[src/rtl/zipo_mem_arbiter.sv]
// zipo_mem_arbiter
//
// Shares the core's single memory port between the instruction-fetch
// requester (IF, reads only) and the load/store requester (LS, reads and
// writes). Each access is sequenced by a two-state FSM. After the grant the
// FSM waits a fixed MEM_LATENCY cycles, then captures the memory read bus.
// When both requesters ask at once, the one that was not granted last wins.
//
// Parameters
//   ADDR_W       address width
//   DATA_W       data width
//   MEM_LATENCY  cycles from mem_addr registered to mem_read valid (1..15)
//
// Ports
//   clk, rst                  clock (rising edge), async active-high reset
//   if_req/if_addr            fetch request; held until if_gnt
//   if_gnt                    one-cycle pulse: fetch accepted
//   if_rvalid/if_rdata        one-cycle pulse with the fetched word
//   ls_req/ls_we/ls_addr/
//   ls_wdata                  load/store request; held until ls_gnt
//   ls_gnt                    one-cycle pulse: load/store accepted
//   ls_done/ls_rdata          one-cycle completion pulse; load data on reads
//   mem_rw/mem_addr/mem_write memory write enable, address, write data
//   mem_read                  memory read data
module zipo_mem_arbiter #(
    parameter int ADDR_W      = 64,
    parameter int DATA_W      = 64,
    parameter int MEM_LATENCY = 1
) (
    input  logic              clk,
    input  logic              rst,
    input  logic              if_req,
    input  logic [ADDR_W-1:0] if_addr,
    output logic              if_gnt,
    output logic              if_rvalid,
    output logic [DATA_W-1:0] if_rdata,
    input  logic              ls_req,
    input  logic              ls_we,
    input  logic [ADDR_W-1:0] ls_addr,
    input  logic [DATA_W-1:0] ls_wdata,
    output logic              ls_gnt,
    output logic              ls_done,
    output logic [DATA_W-1:0] ls_rdata,
    output logic              mem_rw,
    output logic [ADDR_W-1:0] mem_addr,
    output logic [DATA_W-1:0] mem_write,
    input  logic [DATA_W-1:0] mem_read
);

    typedef enum logic {IDLE, BUSY} state_t;
    typedef enum logic {OWN_IF, OWN_LS} owner_t;

    localparam int              CNT_W    = 4;
    localparam logic [CNT_W-1:0] CNT_INIT = CNT_W'(MEM_LATENCY - 1);

    state_t           state;
    owner_t           last_grant;   // also the owner of the access in flight
    logic [CNT_W-1:0] cnt;
    logic             pick_ls;

    // LS wins when it is the only requester, or on a tie when IF was
    // granted last. Resetting last_grant to LS hands the first tie to IF.
    always_comb begin
        pick_ls = ls_req && (!if_req || (last_grant == OWN_IF));
    end

    always_ff @(posedge clk or posedge rst) begin
        if (rst) begin
            state      <= IDLE;
            last_grant <= OWN_LS;
            cnt        <= '0;
            if_gnt     <= 1'b0;
            ls_gnt     <= 1'b0;
            if_rvalid  <= 1'b0;
            ls_done    <= 1'b0;
            if_rdata   <= '0;
            ls_rdata   <= '0;
            mem_rw     <= 1'b0;
            mem_addr   <= '0;
            mem_write  <= '0;
        end else begin
            // Handshake outputs are single-cycle pulses.
            if_gnt    <= 1'b0;
            ls_gnt    <= 1'b0;
            if_rvalid <= 1'b0;
            ls_done   <= 1'b0;

            case (state)
                IDLE: begin
                    mem_rw <= 1'b0;
                    if (if_req || ls_req) begin
                        if (pick_ls) begin
                            mem_addr   <= ls_addr;
                            mem_rw     <= ls_we;
                            mem_write  <= ls_wdata;
                            ls_gnt     <= 1'b1;
                            last_grant <= OWN_LS;
                        end else begin
                            mem_addr   <= if_addr;
                            if_gnt     <= 1'b1;
                            last_grant <= OWN_IF;
                        end
                        cnt   <= CNT_INIT;
                        state <= BUSY;
                    end
                end

                BUSY: begin
                    if (cnt != '0) begin
                        cnt <= cnt - 1'b1;
                    end else begin
                        if (last_grant == OWN_IF) begin
                            if_rdata  <= mem_read;
                            if_rvalid <= 1'b1;
                        end else begin
                            // mem_rw still reflects ls_we of the access in
                            // flight, so a store leaves ls_rdata untouched.
                            if (!mem_rw) begin
                                ls_rdata <= mem_read;
                            end
                            ls_done <= 1'b1;
                        end
                        mem_rw <= 1'b0;
                        state  <= IDLE;
                    end
                end

                default: state <= IDLE;
            endcase
        end
    end

endmodule

[config.mk]
export PLATFORM = sky130hd
export DESIGN_NAME = zipo_mem_arbiter
export DESIGN_NICKNAME = d
export VERILOG_FILES = /design/src/rtl/zipo_mem_arbiter.sv
export SDC_FILE = /design/constraint.sdc
export NUM_CORES = 1
export LEC_CHECK = 0
export CAP_MARGIN = 40
export CORE_AREA = 2 2 200 202
export CTS_BUF_LIST = sky130_fd_sc_hd__clkbuf_2
export DETAILED_ROUTE_END_ITERATION = 8
export DIE_AREA = 0 0 202 204
export DONT_BUFFER_PORTS = 1
export REMOVE_ABC_BUFFERS = 1
export SETUP_SLACK_MARGIN = 0.5
export SLEW_MARGIN = 20
export SYNTH_ARGS = -nofsm -noshare
export SYNTH_HDL_FRONTEND = slang
export SYNTH_SLANG_ARGS = --single-unit
export TNS_END_PERCENT = 100
[constraint.sdc]
create_clock -name clk -period 13.2 [get_ports clk]
set_clock_uncertainty 0.1 [all_clocks]
set_input_delay 1.98 -clock clk [delete_from_list [all_inputs] [get_ports clk]]
set_output_delay 1.98 -clock clk [all_outputs]
set_load 0.01 [all_outputs]
==> results of run 1 <==
power breakdown:
group          switching, W  internal, W  leakage [nW]
clock              0.000330     0.000213         0.443
sequential         0.000555      0.00124          3.11
combinational      0.000339     0.000495          1.79
through the flow:
step	power [W]	cells	area, sq um
floorplan	0.00239	747	10400
global placement	0.00261	1282	11200
detailed placement	0.00266	1286	11300
CTS	0.00322	1396	11900
global route	0.00338	1403	11900
finish	0.00317	1403	11900
cell families (layout without fill, tap and decap cells):
logic type | count (synthesis) | in the layout | share of synthesized area
adders and majority gates | 1 | 1 | 0.00116
and+or+nand+nor | 145 | 145 | 0.0547
buffers and inverters | 53 | 129 | 0.0349
muxes | 193 | 193 | 0.223
DFF | 267 | 267 | 0.621
other | 0 | 5 | 0
AOI/OAI and AO/OA | 138 | 138 | 0.0660
worst paths after layout:
check	startpoint	to	slack [ns]	cells past startpoint
setup reg to reg	cnt[0]	ls_rdata[20]	10.57	8
setup / recovery	mem_addr[8]	mem_addr[8]	9.66	0
hold reg to reg	last_grant	last_grant	0.47	1
hold / removal	last_grant	last_grant	0.47	1
max in group asynchronous	rst	ls_rdata[16]	10.74	4
min in group asynchronous	rst	mem_addr[36]	0.78	1
synth_stat cells:
| cell type | n |
|---|---|
| sky130_fd_sc_hd__nor2_1 | 68 |
| sky130_fd_sc_hd__buf_4 | 7 |
| sky130_fd_sc_hd__clkbuf_1 | 18 |
| sky130_fd_sc_hd__and3_1 | 1 |
| sky130_fd_sc_hd__dfrtp_1 | 266 |
| sky130_fd_sc_hd__buf_8 | 1 |
| sky130_fd_sc_hd__and3b_2 | 1 |
| sky130_fd_sc_hd__a21o_1 | 1 |
| sky130_fd_sc_hd__o21bai_1 | 1 |
| sky130_fd_sc_hd__a21bo_2 | 1 |
| sky130_fd_sc_hd__nand4b_1 | 2 |
| sky130_fd_sc_hd__mux2_4 | 60 |
| sky130_fd_sc_hd__buf_1 | 3 |
| sky130_fd_sc_hd__ha_1 | 1 |
| sky130_fd_sc_hd__buf_6 | 6 |
| sky130_fd_sc_hd__mux2i_1 | 1 |
| sky130_fd_sc_hd__nand2_1 | 69 |
| sky130_fd_sc_hd__buf_12 | 5 |
| sky130_fd_sc_hd__o21ba_2 | 1 |
| sky130_fd_sc_hd__nor4b_1 | 1 |
| sky130_fd_sc_hd__nor3_1 | 1 |
| sky130_fd_sc_hd__nor3b_4 | 1 |
| sky130_fd_sc_hd__o21ai_0 | 1 |
| sky130_fd_sc_hd__inv_1 | 3 |
| sky130_fd_sc_hd__or3b_2 | 1 |
| sky130_fd_sc_hd__mux2_2 | 132 |
| sky130_fd_sc_hd__dfstp_2 | 1 |
| sky130_fd_sc_hd__a21boi_0 | 1 |
| sky130_fd_sc_hd__a21oi_1 | 130 |
| sky130_fd_sc_hd__buf_2 | 10 |
| sky130_fd_sc_hd__o22ai_1 | 2 |
flip-flops by register name, indices dropped and copies added (netlist names):
signal and flops:
cnt 4, if_gnt 1, if_rdata 64, if_rvalid 1, last_grant 1, ls_done 1, ls_gnt 1, ls_rdata 64
mem_addr 64, mem_rw 1, mem_write 64, state 1
cell type report:
class                           count  area (sq um)
Antenna cell                        5          12.5
Tap cell                          525           657
Multi-Input combinational cell    477          3740
Fill cell                        3898         27300
Clock inverter                     16           113
Sequential cell                   267          6680
Timing Repair Buffer               16           225
Clock buffer                       94           470
Inverter                            3          18.8
routing by layer:
layer  up-vias  GRT usage
met2       418      0.226
met1      3202      0.134
met4         0     0.0662
li1       2851          -
met5         -          0
met3        55     0.0658
==> insert_results.sql, run 1 <==
INSERT INTO impl_metrics (metric_group, metric, value, unit) VALUES
('run_status', 'outcome', 'completed', ''),
('drt', 'm1WireLength', '9.88', 'mm'),
('power_and_ir_drop', 'pwrdens', '266', 'nW/um^2'),
('drt', 'dr.first_iter.drc_count', '266', ''),
('timing', 'fin_ws', '9.66', 'ns'),
('global_route', 'groute.usage.overall', '0.132', ''),
('clock_network', 'cts.repair_timing.setup_buffer_count', '0', ''),
('run', 'cap_viol_max_count', '0', ''),
('clock_network', 'cts-root-buf', 'sky130_fd_sc_hd__clkbuf_2', ''),
('timing', 'finalCriticalPeriod', '3.54', 'ns'),
('drt', 'routed-via-count', '6526', ''),
('logic_synthesis', 'yosys_warns', '0', ''),
('worst_hold_path', 'hp-class', 'reg2reg', ''),
('placed_design', 'dp_hpwl', '20.7', 'mm'),
('floorplan', 'pin_count', '522', ''),
('power_and_ir_drop', 'vdd_ir_drop_max', '0.000111', 'V'),
('finish', 'layout.cells.most_common', 'sky130_fd_sc_hd__dfrtp_1', ''),
('clock_network', 'tritoncts.num_buffers', '69', ''),
('logic_synthesis', 'sequential_to_total_area_share_from_yosys_stat', '0.621', ''),
('drt', 'detail_route.vias_per_cell', '4.65', ''),
('timing', 'final_min_period_over_clock_period', '0.268', ''),
('clock_network', 'clock-sinks', '267', ''),
('global_route', 'grt.overflow.total', '0', ''),
('worst_setup_path', 'critPathMaxFanout', '2', ''),
('clock_network', 'cts_hold_buffers', '0', ''),
('floorplan', 'floorplan.die_area', '41200', 'sq um'),
('worst_setup_path', 'startpoint_type', 'flop', ''),
('worst_setup_path', 'critical_path_class', 'reg2out', ''),
('logic_synthesis', 'synth.distinct_cells', '31', ''),
('timing', 'final.hold.worst_slack', '0.473', 'ns'),
('global_route', 'number_of_global_route_vias_before_repair', '6881', ''),
('floorplan', 'coreArea', '39200', 'sq um'),
('worst_setup_path', 'nature_of_the_critical_path_endpoint', 'primary output', ''),
('timing', 'max_clock_freq', '282', 'MHz'),
('clock_network', 'tritoncts_clock_tree', 'yes', ''),
('logic_synthesis', 'synth.avg_cell_area', '13.5', 'sq um'),
('drt', 'totalWireLength', '28.4', 'mm'),
('finish', 'finalCoreUtilization', '0.304', ''),
('timing', 'slew_headroom', '0.543', ''),
('clock_network', 'clk-insertion-delay-late', '0.87', 'ns'),
('floorplan', 'dieHeight', '204', 'um'),
('finish', 'final_layout_size_suffix_gt1_frac', '0.369', ''),
('clock_network', 'clock_tree.buffer_depth', '3', ''),
('global_route', 'initial_antenna_violation_count', '3', ''),
('drt', 'firstDrtPassIters', '4', ''),
('timing', 'hold_violations', '0', ''),
('timing', 'setup_viol_count_final', '0', ''),
('logic_synthesis', 'netlist.top_cell.by_area', 'sky130_fd_sc_hd__dfrtp_1', ''),
('finish', 'areaGrowthSynthToFinish', '10.7', '%'),
('finish', 'number_of_nets_at_the_end_of_the_flow', '1096', ''),
('drt', 'route.detailed.drc', '0', ''),
('power_and_ir_drop', 'leakage', '5.34', 'nW'),
('clock_network', 'cts-htree-levels', '3', ''),
('timing', 'report.final.slew_viol_count', '0', ''),
('clock_network', 'clkTransAtPathRegs', '0.09', 'ns'),
('placed_design', 'place.port_buffers', '0', ''),
('timing', 'totalNegativeSetupSlack', '0', 'ns'),
('worst_setup_path', 'timing.critical_path.required', '11.12', 'ns'),
('floorplan', 'floorplan.rows', '73', ''),
('floorplan', 'start_util', '0.275', ''),
('finish', 'final_cell_mix', 'sky130_fd_sc_hd__dfrtp_1 (266), sky130_fd_sc_hd__mux2_2 (132), sky130_fd_sc_hd__a21oi_1 (130)', ''),
('logic_synthesis', 'synth_top_area_share', '0.618', ''),
('logic_synthesis', 'syn-cell-area', '10800', 'sq um'),
('logic_synthesis', 'syn_inst', '797', ''),
('logic_synthesis', 'ys_ff_latch', '267', ''),
('drt', 'wl_per_cell', '20.2', 'um'),
('placed_design', 'place_ws', '9.54', 'ns'),
('placed_design', 'place_congestion', '0.798', ''),
('global_route', 'grt_first_pass_wirelength', '41.5', 'mm'),
('worst_setup_path', 'cp.arrival', '1.46', 'ns'),
('drt', 'wl_met2', '14.4', 'mm'),
('logic_synthesis', 'synth.area.top_cells', 'sky130_fd_sc_hd__dfrtp_1 (62%), sky130_fd_sc_hd__mux2_2 (14%), sky130_fd_sc_hd__mux2_4 (8.4%)', ''),
('timing', 'max_slew.worst_pin.slew', '0.685', 'ns'),
('floorplan', 'chipWidth', '202', 'um'),
('drt', 'ant_nets', '0', ''),
('drt', 'met3RoutedLength', '3.25', 'mm'),
('global_route', 'grt_max_degree', '119', ''),
('drt', 'routed.top_layer', 'met4', ''),
('clock_network', 'post_cts_resized', '0', ''),
('timing', 'rsz0062_at_grt', 'no', '');
(Power assumes the default switching activity.)
==> inputs of run 2 (changes only) <==
==> constraint.sdc (replaced) <==
create_clock -name clk -period 3.61 [get_ports clk]
set_clock_uncertainty 0.1 [all_clocks]
set_input_delay 0.5415 -clock clk [delete_from_list [all_inputs] [get_ports clk]]
set_output_delay 0.5415 -clock clk [all_outputs]
set_load 0.01 [all_outputs]
==> run 2 against run 1 <==
- worst setup slack got worse by 9.0 ns
- first-iteration DRC count is 58% higher
- combinational power grew to 4.8 times the previous value
- clock-buffer cell count grew 7
- routed wire length grew 16%
- final area is 23% higher
- critical path depth increased by 6
- largest cell class unchanged
==> insert_results.sql, run 2 (synthesis results as in run 1) <==
INSERT INTO impl_metrics (metric_group, metric, value, unit) VALUES
('timing', 'setup_viol_count_final', '0', ''),
('floorplan', 'floorplan.die_area', '41200', 'sq um'),
('floorplan', 'floorplan.rows', '73', ''),
('timing', 'finalCriticalPeriod', '2.95', 'ns'),
('floorplan', 'chipWidth', '202', 'um'),
('clock_network', 'cts.repair_timing.setup_buffer_count', '0', ''),
('timing', 'report.final.slew_viol_count', '0', ''),
('finish', 'layout.cells.most_common', 'sky130_fd_sc_hd__dlygate4sd3_1', ''),
('drt', 'totalWireLength', '33.1', 'mm'),
('timing', 'slew_headroom', '0.509', ''),
('global_route', 'groute.usage.overall', '0.155', ''),
('worst_setup_path', 'critical_path_class', 'reg2reg', ''),
('worst_setup_path', 'worstReg2RegEnd', 'mem_addr[22]', ''),
('finish', 'final_instance_area', '14700', 'sq um'),
('timing', 'max_clock_freq', '339', 'MHz'),
('placed_design', 'place_congestion', '0.795', ''),
('clock_network', 'clock_tree.buffer_depth', '3', ''),
('power_and_ir_drop', 'vdd_ir_drop_max', '0.000432', 'V'),
('clock_network', 'cts_hold_buffers', '274', ''),
('worst_hold_path', 'hp-class', 'in2async', ''),
('timing', 'hold_violations', '0', ''),
('placed_design', 'place_ws', '1.10', 'ns'),
('run', 'cap_viol_max_count', '0', ''),
('worst_setup_path', 'cp.arrival', '3.73', 'ns'),
('global_route', 'grt.overflow.total', '0', ''),
('worst_setup_path', 'reg2regPathDepth', '6', ''),
('finish', 'areaGrowthSynthToFinish', '36.3', '%'),
('worst_setup_path', 'critPathMaxFanout', '64', ''),
('placed_design', 'placed_cells_incl_taps', '1286', ''),
('finish', 'filler_cell_count', '3573', ''),
('worst_setup_path', 'crit_path_start', 'last_grant', ''),
('global_route', 'grt_max_degree', '97', ''),
('clock_network', 'cts-htree-levels', '3', ''),
('floorplan', 'coreArea', '39200', 'sq um'),
('clock_network', 'tritoncts_clock_tree', 'yes', ''),
('power_and_ir_drop', 'total_power', '0.0127', 'W'),
('drt', 'routed-via-count', '7839', ''),
('finish', 'final_cell_mix', 'sky130_fd_sc_hd__dlygate4sd3_1 (274), sky130_fd_sc_hd__dfrtp_1 (266), sky130_fd_sc_hd__mux2_2 (132)', ''),
('worst_setup_path', 'rrSetupSlack', '0.66', 'ns'),
('global_route', 'grt_first_pass_wirelength', '49.5', 'mm'),
('drt', 'wl_per_cell', '19.6', 'um'),
('clock_network', 'tritoncts.num_buffers', '70', ''),
('power_and_ir_drop', 'leakage', '6.47', 'nW'),
('finish', 'final_standard_cell_count_with_taps_included_and_fillers_excluded', '1687', ''),
('drt', 'ant_nets', '0', ''),
('timing', 'max_slew.worst_pin.slew', '0.737', 'ns'),
('power_and_ir_drop', 'pwrdens', '863', 'nW/um^2'),
('floorplan', 'dieHeight', '204', 'um'),
('global_route', 'number_of_global_route_vias_before_repair', '8481', ''),
('timing', 'final_min_period_over_clock_period', '0.817', ''),
('placed_design', 'place_area', '11300', 'sq um'),
('finish', 'number_of_nets_at_the_end_of_the_flow', '1370', ''),
('drt', 'firstDrtPassIters', '5', ''),
('placed_design', 'place.port_buffers', '0', ''),
('clock_network', 'clock-sinks', '267', ''),
('clock_network', 'clk-insertion-delay-late', '0.92', 'ns'),
('drt', 'detail_route.vias_per_cell', '4.65', ''),
('floorplan', 'pin_count', '522', ''),
('clock_network', 'cts-root-buf', 'sky130_fd_sc_hd__clkbuf_2', ''),
('worst_setup_path', 'crit_path_end', 'mem_addr[22]', ''),
('placed_design', 'dp_hpwl', '20.6', 'mm'),
('worst_setup_path', 'timing.critical_path.required', '4.39', 'ns'),
('clock_network', 'clkTransAtPathRegs', '0.09', 'ns'),
('timing', 'rsz0062_at_grt', 'no', ''),
('global_route', 'initial_antenna_violation_count', '3', ''),
('worst_setup_path', 'startpoint_type', 'flop', ''),
('timing', 'totalNegativeSetupSlack', '0', 'ns'),
('worst_setup_path', 'nature_of_the_critical_path_endpoint', 'flop', ''),
('worst_setup_path', 'crit-reg2reg-launch', 'last_grant', ''),
('floorplan', 'start_util', '0.275', ''),
('timing', 'fin_ws', '0.660', 'ns'),
('clock_network', 'post_cts_resized', '0', ''),
('drt', 'route.detailed.drc', '0', ''),
('run_status', 'outcome', 'completed', ''),
('finish', 'final_layout_size_suffix_gt1_frac', '0.282', ''),
('drt', 'dr.first_iter.drc_count', '419', '');
[run 2: cell types whose count changed in the layout (fill, tap and decap cells not counted)]
cell	before	now
sky130_fd_sc_hd__buf_4	10	8
sky130_fd_sc_hd__dlygate4sd3_1	0	274
sky130_fd_sc_hd__inv_2	1	2
sky130_fd_sc_hd__buf_12	2	7
sky130_fd_sc_hd__clkinv_1	6	11
sky130_fd_sc_hd__clkinv_4	3	2
sky130_fd_sc_hd__clkbuf_2	94	101
sky130_fd_sc_hd__diode_2	5	6
sky130_fd_sc_hd__clkinvlp_4	2	0
sky130_fd_sc_hd__buf_16	4	0
[run 2: cell type report]
cell class                 instances  area [sq um]  share of cell area
clock buffer                     101           505              0.0345
timing repair buffer             289          2940               0.201
clock inverter                    19           111             0.00759
antenna                            6          15.0             0.00102
inverter                           3          18.8             0.00128
multi-input combinational        477          3740               0.255
sequential                       267          6680               0.455
tap                              525           657              0.0448
[run 2: per-layer routing]
layer,track usage,share of wire,up-vias
met5,0,0,-
met4,0.0977,0.053,0
met3,0.0612,0.10,94
met2,0.264,0.50,501
met1,0.162,0.34,3827
li1,-,-,3417
[run 2: where the power goes]
group	leakage, nW	switching (W)	internal, W
sequential	3.11	0.00208	0.00452
clock	0.479	0.00126	0.000823
combinational	2.87	0.00148	0.00251
[run 2: worst min-delay path by stage]
| stage | slack (ns) | startpoint | to | cells after the start |
|---|---|---|---|---|
| floorplan | 0.42 | last_grant | last_grant | 1 |
| global placement | 0.45 | last_grant | last_grant | 1 |
| detailed placement | 0.46 | last_grant | last_grant | 1 |
| CTS | 0.04 | rst | cnt[3] | 2 |
| global route | 0.06 | ls_wdata[35] | mem_write[35] | 2 |
| finish | 0.19 | rst | cnt[3] | 2 |
[run 2: through the flow]
stage | hold slack, ns | utilization
after CTS | 0.0387 | 0.374
after global routing | 0.0589 | 0.374
after global placement | 0.451 | 0.288
after detailed placement | 0.461 | 0.288
after floorplan | 0.415 | -
final | 0.189 | 0.374
[run 2: worst max-delay path, cell delays in order, from the launching register on]
cell and delay [ns]:
sky130_fd_sc_hd__dfstp_2 0.61, sky130_fd_sc_hd__a21bo_2 0.19, sky130_fd_sc_hd__buf_4 0.55, sky130_fd_sc_hd__nand2_1 0.17
sky130_fd_sc_hd__dlygate4sd3_1 0.61, sky130_fd_sc_hd__a21oi_1 0.14, sky130_fd_sc_hd__dlygate4sd3_1 0.56
==> inputs of run 3 (changes only) <==
--- a/config.mk
+++ b/config.mk
@@ -6,10 +6,10 @@
 export NUM_CORES = 1
 export LEC_CHECK = 0
 export CAP_MARGIN = 40
-export CORE_AREA = 2 2 200 202
+export CORE_AREA = 2 2 202 204
 export CTS_BUF_LIST = sky130_fd_sc_hd__clkbuf_2
 export DETAILED_ROUTE_END_ITERATION = 8
-export DIE_AREA = 0 0 202 204
+export DIE_AREA = 0 0 204 206
 export DONT_BUFFER_PORTS = 1
 export REMOVE_ABC_BUFFERS = 1
 export SETUP_SLACK_MARGIN = 0.5
==> constraint.sdc (replaced) <==
create_clock -name clk -period 2.7 [get_ports clk]
set_clock_uncertainty 0.1 [all_clocks]
set_input_delay 0.405 -clock clk [delete_from_list [all_inputs] [get_ports clk]]
set_output_delay 0.405 -clock clk [all_outputs]
set_load 0.01 [all_outputs]
==> run 3 against run 2 <==
- the run now fails in clock tree synthesis (4_1_cts)
- synthesized cell count stayed put
- area after synthesis unchanged
==> insert_results.sql, run 3 <==
INSERT INTO impl_metrics (metric_group, metric, value, unit) VALUES
('logic_synthesis', 'yosys_warns', '0', ''),
('floorplan', 'chipWidth', '204', 'um'),
('logic_synthesis', 'ys_ff_latch', '267', ''),
('logic_synthesis', 'synth_simple_gate_area_share', '0.0547', ''),
('clock_network', 'clock_tree.buffer_depth', '3', ''),
('floorplan', 'dieHeight', '206', 'um'),
('run_status', 'stop_error', '[ERROR RSZ-0060] Max buffer count reached.', ''),
('placed_design', 'placed_cells_incl_taps', '1300', ''),
('logic_synthesis', 'synth_top_area_share', '0.618', ''),
('placed_design', 'place_congestion', '0.802', ''),
('logic_synthesis', 'share_of_synthesized_area_spent_on_multiplexers', '0.223', ''),
('logic_synthesis', 'synth.distinct_cells', '31', ''),
('placed_design', 'dp_hpwl', '21.3', 'mm'),
('floorplan', 'floorplan.rows', '74', ''),
('floorplan', 'start_util', '0.268', ''),
('logic_synthesis', 'sequential_to_total_area_share_from_yosys_stat', '0.621', ''),
('logic_synthesis', 'netlist.top_cell.by_area', 'sky130_fd_sc_hd__dfrtp_1', ''),
('run_status', 'stop_stage', 'clock tree synthesis (4_1_cts)', ''),
('logic_synthesis', 'syn-cell-area', '10800', 'sq um'),
('clock_network', 'cts-root-buf', 'sky130_fd_sc_hd__clkbuf_2', ''),
('clock_network', 'cts_hold_buffers', '287', ''),
('logic_synthesis', 'synth_compound_area_frac', '0.0660', ''),
('logic_synthesis', 'most_used_flip_flop_cell_after_synthesis', 'sky130_fd_sc_hd__dfrtp_1', ''),
('logic_synthesis', 'synth_adder_area_share', '0.00116', ''),
('clock_network', 'cts-htree-levels', '3', ''),
('logic_synthesis', 'synth.avg_cell_area', '13.5', 'sq um'),
('clock_network', 'tritoncts.num_buffers', '73', ''),
('placed_design', 'place.port_buffers', '0', ''),
('floorplan', 'pin_count', '522', ''),
('logic_synthesis', 'yosys.area_share.xor_xnor', '0', ''),
('logic_synthesis', 'synth_top_family_by_area', 'multiplexers', ''),
('run_status', 'outcome', 'aborted with a tool error', ''),
('logic_synthesis', 'syn_inst', '797', ''),
('logic_synthesis', 'synth.area.top_cells', 'sky130_fd_sc_hd__dfrtp_1 (62%), sky130_fd_sc_hd__mux2_2 (14%), sky130_fd_sc_hd__mux2_4 (8.4%)', ''),
('logic_synthesis', 'async_reset_ff_frac', '1.00', ''),
('logic_synthesis', 'most_frequent_cell_after_synthesis', 'sky130_fd_sc_hd__dfrtp_1', ''),
('clock_network', 'clock-sinks', '267', ''),
('logic_synthesis', 'netlist_top_cells_count', 'sky130_fd_sc_hd__dfrtp_1 (266), sky130_fd_sc_hd__mux2_2 (132), sky130_fd_sc_hd__a21oi_1 (130), sky130_fd_sc_hd__nand2_1 (69), sky130_fd_sc_hd__nor2_1 (68)', ''),
('logic_synthesis', 'synth-edff-count', '0', ''),
('clock_network', 'post_cts_resized', '1', ''),
('clock_network', 'cts.repair_timing.setup_buffer_count', '2', '');
run 3: cell counts after synthesis:
Identical to the previous run, type by type.
run 3: logic make-up after synthesis:
group | after synthesis
fa+ha+maj | 1
flops | 267
simple gates | 145
compound gates | 138
buf+inv | 53
mux | 193
run 3: stage by stage:
step / instance area [sq um] / hold slack [ns] / setup WS, ns / utilization
2_1_floorplan: 10400 / 0.415 / -5.16 / -
3_3_place_gp: 11400 / 0.266 / 0.510 / 0.284
3_5_place_dp: 11400 / 0.272 / 0.407 / 0.284
==> inputs of run 4 (changes only) <==
--- a/config.mk
+++ b/config.mk
@@ -6,13 +6,12 @@
 export NUM_CORES = 1
 export LEC_CHECK = 0
 export CAP_MARGIN = 40
-export CORE_AREA = 2 2 202 204
-export CTS_BUF_LIST = sky130_fd_sc_hd__clkbuf_2
+export CORE_AREA = 2 2 205 207
 export DETAILED_ROUTE_END_ITERATION = 8
-export DIE_AREA = 0 0 204 206
+export DIE_AREA = 0 0 207 209
 export DONT_BUFFER_PORTS = 1
+export PLACE_DENSITY_LB_ADDON = 0.15
 export REMOVE_ABC_BUFFERS = 1
-export SETUP_SLACK_MARGIN = 0.5
 export SLEW_MARGIN = 20
 export SYNTH_ARGS = -nofsm -noshare
 export SYNTH_HDL_FRONTEND = slang
==> constraint.sdc (replaced) <==
create_clock -name clk -period 3.5 [get_ports clk]
set_clock_uncertainty 0.1 [all_clocks]
set_input_delay 0.525 -clock clk [delete_from_list [all_inputs] [get_ports clk]]
set_output_delay 0.525 -clock clk [all_outputs]
set_load 0.01 [all_outputs]
==> run 4 against run 3 <==
- the run now ends clean
==> insert_results.sql, run 4 (synthesis results as in run 1) <==
INSERT INTO impl_metrics (metric_group, metric, value, unit) VALUES
('run_status', 'outcome', 'completed', ''),
('global_route', 'grt_max_degree', '101', ''),
('floorplan', 'floorplan.rows', '75', ''),
('placed_design', 'place_area', '11400', 'sq um'),
('drt', 'wl_per_cell', '20.9', 'um'),
('clock_network', 'clock_tree.buffer_depth', '3', ''),
('power_and_ir_drop', 'total_power', '0.0134', 'W'),
('drt', 'detail_route.vias_per_cell', '4.57', ''),
('timing', 'final_min_period_over_clock_period', '0.701', ''),
('global_route', 'grt.met3_usage', '0.0479', ''),
('finish', 'finalCoreUtilization', '0.345', ''),
('power_and_ir_drop', 'vdd_ir_drop_max', '0.000365', 'V'),
('worst_hold_path', 'hp-class', 'in2reg', ''),
('placed_design', 'dp_hpwl', '22.6', 'mm'),
('worst_setup_path', 'worst_path_max_delay_cell', 'sky130_fd_sc_hd__and3b_4', ''),
('clock_network', 'clkTransAtPathRegs', '0.06', 'ns'),
('drt', 'firstDrtPassIters', '4', ''),
('global_route', 'top_usage_layer', 'met2', ''),
('floorplan', 'coreArea', '41300', 'sq um'),
('timing', 'slew_headroom', '0.484', ''),
('global_route', 'gr-usage-met1', '0.160', ''),
('placed_design', 'place_congestion', '0.738', ''),
('global_route', 'initial_antenna_violation_count', '2', ''),
('finish', 'layout.cells.most_common', 'sky130_fd_sc_hd__dfrtp_1', ''),
('clock_network', 'cts-htree-levels', '1', ''),
('global_route', 'groute.usage.overall', '0.143', ''),
('clock_network', 'post_cts_resized', '0', ''),
('global_route', 'grt.overflow.total', '0', ''),
('power_and_ir_drop', 'leakage', '6.17', 'nW'),
('timing', 'hold_violations', '0', ''),
('timing', 'setup_viol_count_final', '0', ''),
('worst_setup_path', 'cp_slowest_stage_delay', '0.58', 'ns'),
('drt', 'dr.first_iter.drc_count', '221', ''),
('clock_network', 'cts-root-buf', 'sky130_fd_sc_hd__clkbuf_16', ''),
('drt', 'routed-via-count', '7027', ''),
('placed_design', 'place.port_buffers', '0', ''),
('worst_setup_path', 'startpoint_type', 'flop', ''),
('floorplan', 'pin_count', '522', ''),
('finish', 'antenna_cells', '0', ''),
('power_and_ir_drop', 'pwrdens', '944', 'nW/um^2'),
('worst_setup_path', 'path_cells', 'inv_1 > ha_1 > nor3b_4 > and3b_4 > buf_4 > mux2_2', ''),
('worst_setup_path', 'critical_path_class', 'reg2reg', ''),
('run', 'cap_viol_max_count', '0', ''),
('timing', 'report.final.slew_viol_count', '0', ''),
('finish', 'areaGrowthSynthToFinish', '32.1', '%'),
('worst_setup_path', 'critPathBufInv', '2', ''),
('clock_network', 'tritoncts_clock_tree', 'yes', ''),
('worst_setup_path', 'critPathMaxFanout', '27', ''),
('timing', 'finalCriticalPeriod', '2.45', 'ns'),
('finish', 'final_cell_mix', 'sky130_fd_sc_hd__dfrtp_1 (266), sky130_fd_sc_hd__dlygate4sd3_1 (182), sky130_fd_sc_hd__mux2_2 (132)', ''),
('timing', 'max_clock_freq', '408', 'MHz'),
('drt', 'ant_nets', '0', ''),
('timing', 'rsz0062_at_grt', 'no', ''),
('worst_setup_path', 'cp.arrival', '2.81', 'ns'),
('worst_setup_path', 'timing.critical_path.required', '3.86', 'ns'),
('floorplan', 'start_util', '0.261', ''),
('finish', 'number_of_nets_at_the_end_of_the_flow', '1240', ''),
('floorplan', 'floorplan.die_area', '43300', 'sq um'),
('worst_setup_path', 'critical-path-top-delay-family', 'simple AND/OR/NAND/NOR gates', ''),
('global_route', 'grt_first_pass_wirelength', '48.8', 'mm'),
('floorplan', 'dieHeight', '209', 'um'),
('global_route', 'number_of_global_route_vias_before_repair', '7744', ''),
('finish', 'final_instance_area', '14200', 'sq um'),
('global_route', 'grt_use_met2', '0.250', ''),
('finish', 'final_layout_size_suffix_gt1_frac', '0.267', ''),
('drt', 'route.detailed.drc', '0', ''),
('clock_network', 'tritoncts.num_buffers', '30', ''),
('clock_network', 'clk-insertion-delay-late', '0.55', 'ns'),
('drt', 'totalWireLength', '32.1', 'mm'),
('timing', 'final.hold.worst_slack', '0.0326', 'ns'),
('timing', 'max_slew.worst_pin.slew', '0.772', 'ns'),
('clock_network', 'clock-sinks', '267', ''),
('floorplan', 'chipWidth', '207', 'um'),
('worst_setup_path', 'nature_of_the_critical_path_endpoint', 'flop', '');
==> run 4: worst register-to-register path: stages, from the launching register on <==
cell and delay (ns):
sky130_fd_sc_hd__dfrtp_1 0.38, sky130_fd_sc_hd__inv_1 0.09, sky130_fd_sc_hd__ha_1 0.21, sky130_fd_sc_hd__nor3b_4 0.32, sky130_fd_sc_hd__and3b_4 0.58, sky130_fd_sc_hd__buf_4 0.32, sky130_fd_sc_hd__mux2_2 0.35
==> run 4: per-stage QoR <==
| stage | TNS [ns] | std cells | setup slack, ns |
|---|---|---|---|
| 6_report | 0 | 1539 | 1.05 |
| 3_3_place_gp | 0 | 1302 | 1.00 |
| 4_1_cts | 0 | 1538 | 0.953 |
| 5_1_grt | 0 | 1539 | 0.866 |
| 2_1_floorplan | -1439.87 | 747 | -4.48 |
| 3_5_place_dp | 0 | 1302 | 0.984 |
==> run 4: power by group <==
group | internal [W] | total (W) | switching, W | leakage [nW]
Clock | 0.00194 | 0.00322 | 0.00129 | 0.496
Combinational | 0.00204 | 0.00338 | 0.00135 | 2.56
Sequential | 0.00468 | 0.00682 | 0.00214 | 3.11
==> run 4: repair_timing <==
item                                    CTS  global route
hold buffers                            182             0
endpoints found under the setup margin    0             0
setup buffers                             0             0
endpoints found under the hold margin   340             0
==> run 4: layer usage <==
layer | wire length, um | up-vias | part of all wire
met5 | 0 | - | 0
met4 | 1100 | 0 | 0.034
met3 | 3020 | 60 | 0.094
met2 | 16300 | 375 | 0.51
met1 | 11700 | 3474 | 0.37
li1 | - | 3118 | -
==> run 4: cell type report <==
type | count | area, sq um
Clock buffer | 43 | 870
Multi-Input combinational cell | 477 | 3740
Clock inverter | 11 | 146
Timing Repair Buffer | 199 | 2090
Sequential cell | 267 | 6680
Fill cell | 4028 | 27100
Tap cell | 539 | 674
Inverter | 3 | 18.8
==> run 4: final timing paths <==
path | from | endpoint | slack (ns) | cells after the start
max | cnt[0] | if_rdata[52] | 1.05 | 6
min | ls_wdata[22] | mem_write[22] | 0.03 | 1
max reg2reg | cnt[0] | if_rdata[52] | 1.05 | 6
min reg2reg | cnt[1] | cnt[1] | 0.48 | 2
max in group asynchronous | rst | if_rdata[44] | 2.05 | 4
min in group asynchronous | rst | mem_write[58] | 0.38 | 2
